$ cat src/rtl/add_sub_pipe_pkg.sv
// Shared definitions for the pipelined adder/subtractor: chunk sizing,
// saturation constant builders and parameter legality check.
package add_sub_pipe_pkg;

   localparam int unsigned MAX_WIDTH = 256;

   function automatic int unsigned chunk_width(input int unsigned width, input int unsigned stages);
      return width / stages;
   endfunction

   function automatic bit width_ok(input int unsigned width, input int unsigned stages);
      return (stages != 0) && (width >= stages) && (width <= MAX_WIDTH) && ((width % stages) == 0);
   endfunction

   // Largest positive signed value of the given width (0 then all ones).
   function automatic logic [MAX_WIDTH-1:0] sat_pos(input int unsigned width);
      return (MAX_WIDTH'(1) << (width - 1)) - MAX_WIDTH'(1);
   endfunction

   // Most negative signed value of the given width (1 then all zeros).
   function automatic logic [MAX_WIDTH-1:0] sat_neg(input int unsigned width);
      return MAX_WIDTH'(1) << (width - 1);
   endfunction

endpackage

$ cat src/rtl/add_sub_chunk.sv
// Combinational CHUNK-bit ripple-carry adder; one instance per pipeline stage.
module add_sub_chunk
   import add_sub_pipe_pkg::*;
#(
   parameter int unsigned CHUNK = 8
) (
   input  logic [CHUNK-1:0] a,
   input  logic [CHUNK-1:0] b,
   input  logic             cin,
   output logic [CHUNK-1:0] s,
   output logic             cout
);

   logic c;

   always_comb begin
      s = '0;
      c = cin;
      for (int unsigned i = 0; i < CHUNK; i++) begin
         s[i] = a[i] ^ b[i] ^ c;
         c    = (a[i] & b[i]) | (c & (a[i] ^ b[i]));
      end
      cout = c;
   end

endmodule

$ cat src/rtl/add_sub_pipe.sv
// Pipelined signed/unsigned adder-subtractor: one CHUNK-bit slice per stage,
// carry registered between slices, saturation and N/Z/V flags at the output.
module add_sub_pipe
   import add_sub_pipe_pkg::*;
#(
   parameter int unsigned WIDTH  = 16,
   parameter int unsigned STAGES = 2
) (
   input  logic             clk,
   input  logic             rst,
   input  logic             In_valid,
   output logic             In_ready,
   input  logic [WIDTH-1:0] A,
   input  logic [WIDTH-1:0] B,
   input  logic             Sub,
   input  logic             Sat,
   output logic             Out_valid,
   input  logic             Out_ready,
   output logic [WIDTH-1:0] Sum,
   output logic             Cout,
   output logic             V,
   output logic             N,
   output logic             Z
);

   localparam int unsigned CHUNK = chunk_width(WIDTH, STAGES);
   localparam int unsigned LAST  = STAGES - 1;
   localparam logic [WIDTH-1:0] SAT_POS = WIDTH'(sat_pos(WIDTH));
   localparam logic [WIDTH-1:0] SAT_NEG = WIDTH'(sat_neg(WIDTH));

   if (!width_ok(WIDTH, STAGES)) begin : g_param_check
      $error("add_sub_pipe: WIDTH must be a nonzero multiple of STAGES");
   end

   logic stall;

   assign stall    = Out_valid && !Out_ready;
   assign In_ready = !stall;

   // Stage k sees only the operand bits from chunk k upward plus the sum bits
   // already produced, so every register is exactly as wide as it needs to be.
   for (genvar k = 0; k < STAGES; k++) begin : g_stage
      localparam int unsigned LO = k * CHUNK;
      localparam int unsigned UW = WIDTH - LO;

      logic              v_i;
      logic              sat_i;
      logic              c_i;
      logic [UW-1:0]     a_i;
      logic [UW-1:0]     bx_i;
      logic [CHUNK-1:0]  sum_c;
      logic              cout_c;
      logic [LO+CHUNK-1:0] s_n;

      if (k == 0) begin : g_first
         assign v_i   = In_valid;
         assign sat_i = Sat;
         assign c_i   = Sub;
         assign a_i   = A;
         assign bx_i  = B ^ {WIDTH{Sub}};
         assign s_n   = sum_c;
      end else begin : g_next
         assign v_i   = g_stage[k-1].g_reg.v_q;
         assign sat_i = g_stage[k-1].g_reg.sat_q;
         assign c_i   = g_stage[k-1].g_reg.c_q;
         assign a_i   = g_stage[k-1].g_reg.a_q;
         assign bx_i  = g_stage[k-1].g_reg.bx_q;
         assign s_n   = {sum_c, g_stage[k-1].g_reg.s_q};
      end

      add_sub_chunk #(.CHUNK(CHUNK)) u_chunk (
         .a    (a_i[CHUNK-1:0]),
         .b    (bx_i[CHUNK-1:0]),
         .cin  (c_i),
         .s    (sum_c),
         .cout (cout_c)
      );

      if (k < LAST) begin : g_reg
         localparam int unsigned RW = UW - CHUNK;

         logic                v_q;
         logic                sat_q;
         logic                c_q;
         logic [RW-1:0]       a_q;
         logic [RW-1:0]       bx_q;
         logic [LO+CHUNK-1:0] s_q;

         always_ff @(posedge clk or posedge rst) begin
            if (rst) begin
               {v_q, sat_q, c_q, a_q, bx_q, s_q} <= '0;
            end else if (!stall) begin
               v_q   <= v_i;
               sat_q <= sat_i;
               c_q   <= cout_c;
               a_q   <= a_i[UW-1:CHUNK];
               bx_q  <= bx_i[UW-1:CHUNK];
               s_q   <= s_n;
            end
         end
      end
   end

   logic [WIDTH-1:0] raw;
   logic [WIDTH-1:0] res;
   logic             a_msb;
   logic             b_msb;
   logic             ovf;

   assign raw   = g_stage[LAST].s_n;
   assign a_msb = g_stage[LAST].a_i[CHUNK-1];
   assign b_msb = g_stage[LAST].bx_i[CHUNK-1];

   always_comb begin
      ovf = (a_msb == b_msb) && (raw[WIDTH-1] != a_msb);
      res = raw;
      if (g_stage[LAST].sat_i && ovf) begin
         res = a_msb ? SAT_NEG : SAT_POS;
      end
   end

   // Result fields only load on a valid slot, so Sum keeps the last result
   // while bubbles pass through.
   always_ff @(posedge clk or posedge rst) begin
      if (rst) begin
         {Out_valid, Sum, Cout, V, N, Z} <= '0;
      end else if (!stall) begin
         Out_valid <= g_stage[LAST].v_i;
         if (g_stage[LAST].v_i) begin
            Sum  <= res;
            Cout <= g_stage[LAST].cout_c;
            V    <= ovf;
            N    <= res[WIDTH-1];
            Z    <= (res == '0);
         end
      end
   end

endmodule

$ cat config.mk
export PLATFORM = sky130hd
export DESIGN_NAME = add_sub_pipe
export DESIGN_NICKNAME = d
export VERILOG_FILES = /design/src/rtl/add_sub_pipe_pkg.sv /design/src/rtl/add_sub_chunk.sv /design/src/rtl/add_sub_pipe.sv
export SDC_FILE = /design/constraint.sdc
export NUM_CORES = 1
export LEC_CHECK = 0
export CAP_MARGIN = 20
export CORE_MARGIN = 5
export CORE_UTILIZATION = 30
export DETAILED_ROUTE_END_ITERATION = 7
export PLACE_DENSITY = 0.55
export SLEW_MARGIN = 30
export SYNTH_ARGS = -nofsm -noshare
export SYNTH_HDL_FRONTEND = slang
export SYNTH_HIERARCHICAL = 1
export SYNTH_SLANG_ARGS = --single-unit
$ cat constraint.sdc
create_clock -name clk -period 5.98 [get_ports clk]
set_input_delay 0.897 -clock clk [delete_from_list [all_inputs] [get_ports clk]]
set_output_delay 0.897 -clock clk [all_outputs]
set_load 0.01 [all_outputs]
Word level (Yosys, flattened, before mapping)
Cells that the tools add are included.
{"block": "word_totals", "register_bits": 48, "latch_bits": 0, "ramBits": 0, "romBits": 0, "in_bits": 38, "output_inout_bits": 22, "elab_cells": 105, "memories": 0}
{"block": "op_classes", "addsub": 0, "mul": 0, "n_div": 0, "magnitude_cmp": 0, "n_eq_ne": 2, "shifts": 0, "mux": 2, "bitwise_logic": 82, "n_reduce_logical": 7}
{"cell": "$and 1x1->1", "count": 32}
{"cell": "$mux 16", "count": 2}
{"cell": "$xor 1x1->1", "count": 32}
{"cell": "$logic_not 16->1", "count": 1}
{"cell": "$or 1x1->1", "count": 16}
{"cell": "$xor 16x16->16", "count": 1}
{"cell": "$logic_and 1x1->1", "count": 3}
{"cell": "$logic_not 1->1", "count": 2}
{"cell": "$reduce_and 2->1", "count": 1}
{"cell": "$eq 1x1->1", "count": 1}
{"cell": "$ne 1x1->1", "count": 1}
{"cell": "$not 1->1", "count": 1}

Logic depth before layout (Yosys ltp)
{"block": "logic_depth", "depth_word": 21, "ltp_mapped": 16, "depth_no_buf": 16}

By module
Netlist, hierarchy kept.
{"mod": "add_sub_pipe", "n_inst": 1, "cells_each": 188, "area_each_um2": 2043.2, "seq_area_each_um2": 1176.1}
{"mod": "add_sub_chunk", "n_inst": 2, "cells_each": 18, "area_each_um2": 197.7, "seq_area_each_um2": 0.0}

Least setup slack after synthesis
OpenSTA, ideal clock, no wires.
{"block": "synth_path", "kind": "input -> register", "start": "in Sub", "end": "reg g_stage[0].g_reg.s_q[7]", "setup_time_ps": 64, "t_arrival_ps": 4596, "required_time_ps": 5916, "path_slack_ps": 1320, "cell_stages": 16, "path_buffers": 2, "path_cell_list": "buf_2 > buf_2 > xor2_1 > fa_1 > inv_1 > fa_1 > inv_1 > fa_1 > fa_1 > fa_1 > fa_1 > fa_1 > inv_1 > fa_1 > inv_1 > mux2_2"}
{"block": "synth_between", "elab_chain_cells": 17, "elab_cells_between_ends": 31, "cone_classes": "31 x bitwise"}
{"item": "start, declared", "line_no": "add_sub_pipe.sv:15", "source": "input logic Sub,"}
{"item": "$xor 16x16->16 (*)", "line_no": "add_sub_pipe.sv:60", "source": "assign bx_i = B ^ {WIDTH{Sub}};"}
{"item": "net g_stage[0].bx_i[0]", "line_no": "add_sub_pipe.sv:50", "source": "logic [UW-1:0] bx_i;"}
{"item": "$xor 1x1->1", "line_no": "add_sub_chunk.sv:21", "source": "c = (a[i] & b[i]) | (c & (a[i] ^ b[i]));"}
{"item": "$and 1x1->1", "line_no": "add_sub_chunk.sv:21"}
{"item": "$or 1x1->1 (*)", "line_no": "add_sub_chunk.sv:21"}
{"item": "$and 1x1->1 (*)", "line_no": "add_sub_chunk.sv:21"}
{"item": "$or 1x1->1 (*)", "line_no": "add_sub_chunk.sv:21"}
{"item": "$and 1x1->1 (*)", "line_no": "add_sub_chunk.sv:21"}
{"item": "[3 not listed]"}
{"item": "$and 1x1->1 (*)", "line_no": "add_sub_chunk.sv:21"}
{"item": "$or 1x1->1 (*)", "line_no": "add_sub_chunk.sv:21"}
{"item": "$and 1x1->1 (*)", "line_no": "add_sub_chunk.sv:21"}
{"item": "$or 1x1->1 (*)", "line_no": "add_sub_chunk.sv:21"}
{"item": "$and 1x1->1 (*)", "line_no": "add_sub_chunk.sv:21"}
{"item": "$or 1x1->1 (*)", "line_no": "add_sub_chunk.sv:21"}
{"item": "$xor 1x1->1 (*)", "line_no": "add_sub_chunk.sv:20", "source": "s[i] = a[i] ^ b[i] ^ c;"}
{"item": "net g_stage[0].s_n[7]", "line_no": "add_sub_pipe.sv:53", "source": "logic [LO+CHUNK-1:0] s_n;"}
{"item": "end signal, assigned", "line_no": "add_sub_pipe.sv:98", "source": "s_q <= s_n;"}
{"item": "end, declared", "line_no": "add_sub_pipe.sv:87", "source": "logic [LO+CHUNK-1:0] s_q;"}
The timed path passes the listed nets; every way through them passes the cells marked *.
A chain may end at the register's enable or synchronous reset.

Worst setup path in the final report
Same ends and word-level chain as after synthesis.

==> impl_metrics.ini <==
[run]
drv_cap = 0

[routing]
drc = 0
drt_iter0_markers = 56
drt_first_pass_iters = 4
finalWirelength_mm = 5.32
final_antenna_net_count = 0
vias = 1679
wl_per_cell_um = 13.8
viasPerCell = 4.35

[sta]
worstMarginPinSlew_ps = 607
skew_ps = 7.69
hold_viol_final = 0
tns_ps = 0
setup_slack_ps = 1210
layout_min_cycle_time_ps = 4770
relSlewSlack_pct = 59.5
setup_viol = 0
rsz0062_at_grt = no
fmax_ghz = 0.210
post-route-period-util_pct = 79.8
drv_slew = 0

[synthesis]
synth_top_family_by_area = adder cells
seq_area_frac_synth_pct = 48.2
syn_nets = 278
synthAdderAreaFrac_pct = 13.1
syn_area_per_cell_sq_um = 10.9
ys_warn_count = 6
ys_async_sr_fraction_pct = 100
synth_top_flop_cell = dfrtp_1
synth_compound_area_share_pct = 8.57
muxShareOfSynthArea_pct = 8.31
synth_cell_types = 30
synthCells = 224
yosys.area_share.simple_pct = 10.7
synth_edf_count = 0
synth-seq-cells = 47
synth-xor-area-share_pct = 5.75
synth_area_leaders = dfrtp_1 (48%), fa_1 (13%), mux2_2 (8.3%), a21oi_1 (3.9%), nor2_1 (3.8%)
yosysMostFrequentCell = dfrtp_1
synth_top_area_cell = dfrtp_1
synth_common_cells = dfrtp_1 (47), nor2_1 (25), inv_1 (23), nand2_1 (23), a21oi_1 (19)
netlist_area_sq_um = 2440
netlist.area_leader.share_pct = 48.2

[floorplanning]
coreArea_sq_um = 7810
io_pins = 60
die_x_um = 100
rows = 32
die_y_um = 100
die_area_sq_um = 10000
initial_core_util_pct = 31.2

[setup_path]
crit_arrival_ps = 5010
cp-start-kind = input port
crit_type = in2reg
worstPathMaxFanout = 17
reg2reg_depth = 16
worst_ep_required_time_ps = 6220
endpoint_kind = register

[clock_tree]
numClockSinks = 47
cts_root_buffer = clkbuf_8
cts_hold_buf = 0
postCtsSetupRepairBufs = 0
numCtsBuffers = 5
htreeDepth = 2
clock_path_buffers = 2
path_clk_slew_ps = 80
cts_resized = 0
cts_tree = built
clk_latency_ps = 290

[grt]
antenna_found_initial = 0
grt_pass1_vias = 1835
grt_max_degree = 48
grt_pass1_wl_mm = 9.02
grt_overflow = 0
track_usage_pct = 11.4

[placement]
place_ws_ps = 871
dpl.cell_count = 378
dp_hpwl_mm = 4.14
place.port_buffers = 59
gp_congestion = 0.809

[power]
p_total_mw = 1.11
p_per_area_nw_per_um2 = 345
ir_drop_uv = 84.0
p_leak_nw = 1.38

[min_path]
min_path_cells = 2
hp-class = reg2reg

[status]
status = completed

[finish]
nets = 337
synthToLayoutAreaGrowth_pct = 31.7
drive_above_1_share_pct = 10.6
diodes = 0
layout.cells.non_filler = 386
layout by cell type (no fill, tap or decap), types with 2 or more instances in the layout:
master and instances:
a21oi_1 19, fa_1 16, mux2_2 18, xor2_1 8, xnor2_1 8, nand2b_1 3, inv_1 22, buf_4 2
nor2_1 25, o21ai_0 10, nand2_1 23, clkbuf_8 5, dfrtp_1 47, clkdlybuf4s50_1 59, clkbuf_1 2
power by group:
| group | internal, mW | total, mW | switching (mW) |
|---|---|---|---|
| Clock | 0.0822 | 0.184 | 0.101 |
| Sequential | 0.412 | 0.481 | 0.0684 |
| Combinational | 0.240 | 0.444 | 0.204 |
| Total | 0.735 | 1.11 | 0.374 |
kinds of logic after synthesis:
kind of cell | count (synthesis)
fa+ha+maj | 16
xor+xnor | 16
simple gates | 59
buf+inv | 32
compound gates | 36
flops | 47
mux | 18
critical path, cell delays in order:
cell and delay, ps:
clkdlybuf4s50_1 450, buf_4 270, xor2_1 140, fa_1 390, inv_1 70, fa_1 150, inv_1 50, fa_1 380
fa_1 390, fa_1 390, fa_1 390, fa_1 370, inv_1 70, fa_1 400, inv_1 60, mux2_2 130
through the flow:
stage | hold slack, ps | utilization [%] | cell area [sq um]
2_1_floorplan | 467 | - | 2440
3_3_place_gp | 465 | 40.1 | 3130
3_5_place_dp | 469 | 40.1 | 3130
4_1_cts | 491 | 41.1 | 3210
5_1_grt | 508 | 41.1 | 3210
6_report | 480 | 41.1 | 3210
metal layers:
metal	share of wire, %	GRT usage [%]	up-vias
met5	0	0	-
met4	1.8	4.15	0
met3	4.1	2.57	7
met2	48	17.7	40
met1	46	15.6	794
li1	-	-	838
state kept, by name (all words and copies together) (netlist names):
register	count
Z	1
g_stage.g_reg.c_q	1
g_stage.g_reg.sat_q	1
g_stage.g_reg.v_q	1
g_stage.g_reg.s_q	8
V	1
g_stage.g_reg.a_q	8
g_stage.g_reg.bx_q	8
Out_valid	1
Cout	1
Sum	16
layout make-up:
class,instances,area (sq um)
clock buffer,7,76.3
clock inverter,1,5.00
fill,773,4600
inverter,23,88.8
multi-input combinational,145,1130
sequential,47,1180
tap,102,128
timing repair buffer,61,606
path summary, 6_finish.rpt:
kind	from	end	slack (ps)
worst max-delay path	Sub	g_stage[0].g_reg.s_q[7]	1210
worst min-delay path	V	V	480
worst max register to register	g_stage[0].g_reg.a_q[0]	Z	1230
worst min register to register	V	V	480
max in group asynchronous	rst	g_stage[0].g_reg.bx_q[2]	4560
min in group asynchronous	rst	Cout	1030
No activity file was read; power rests on OpenSTA's default activity.
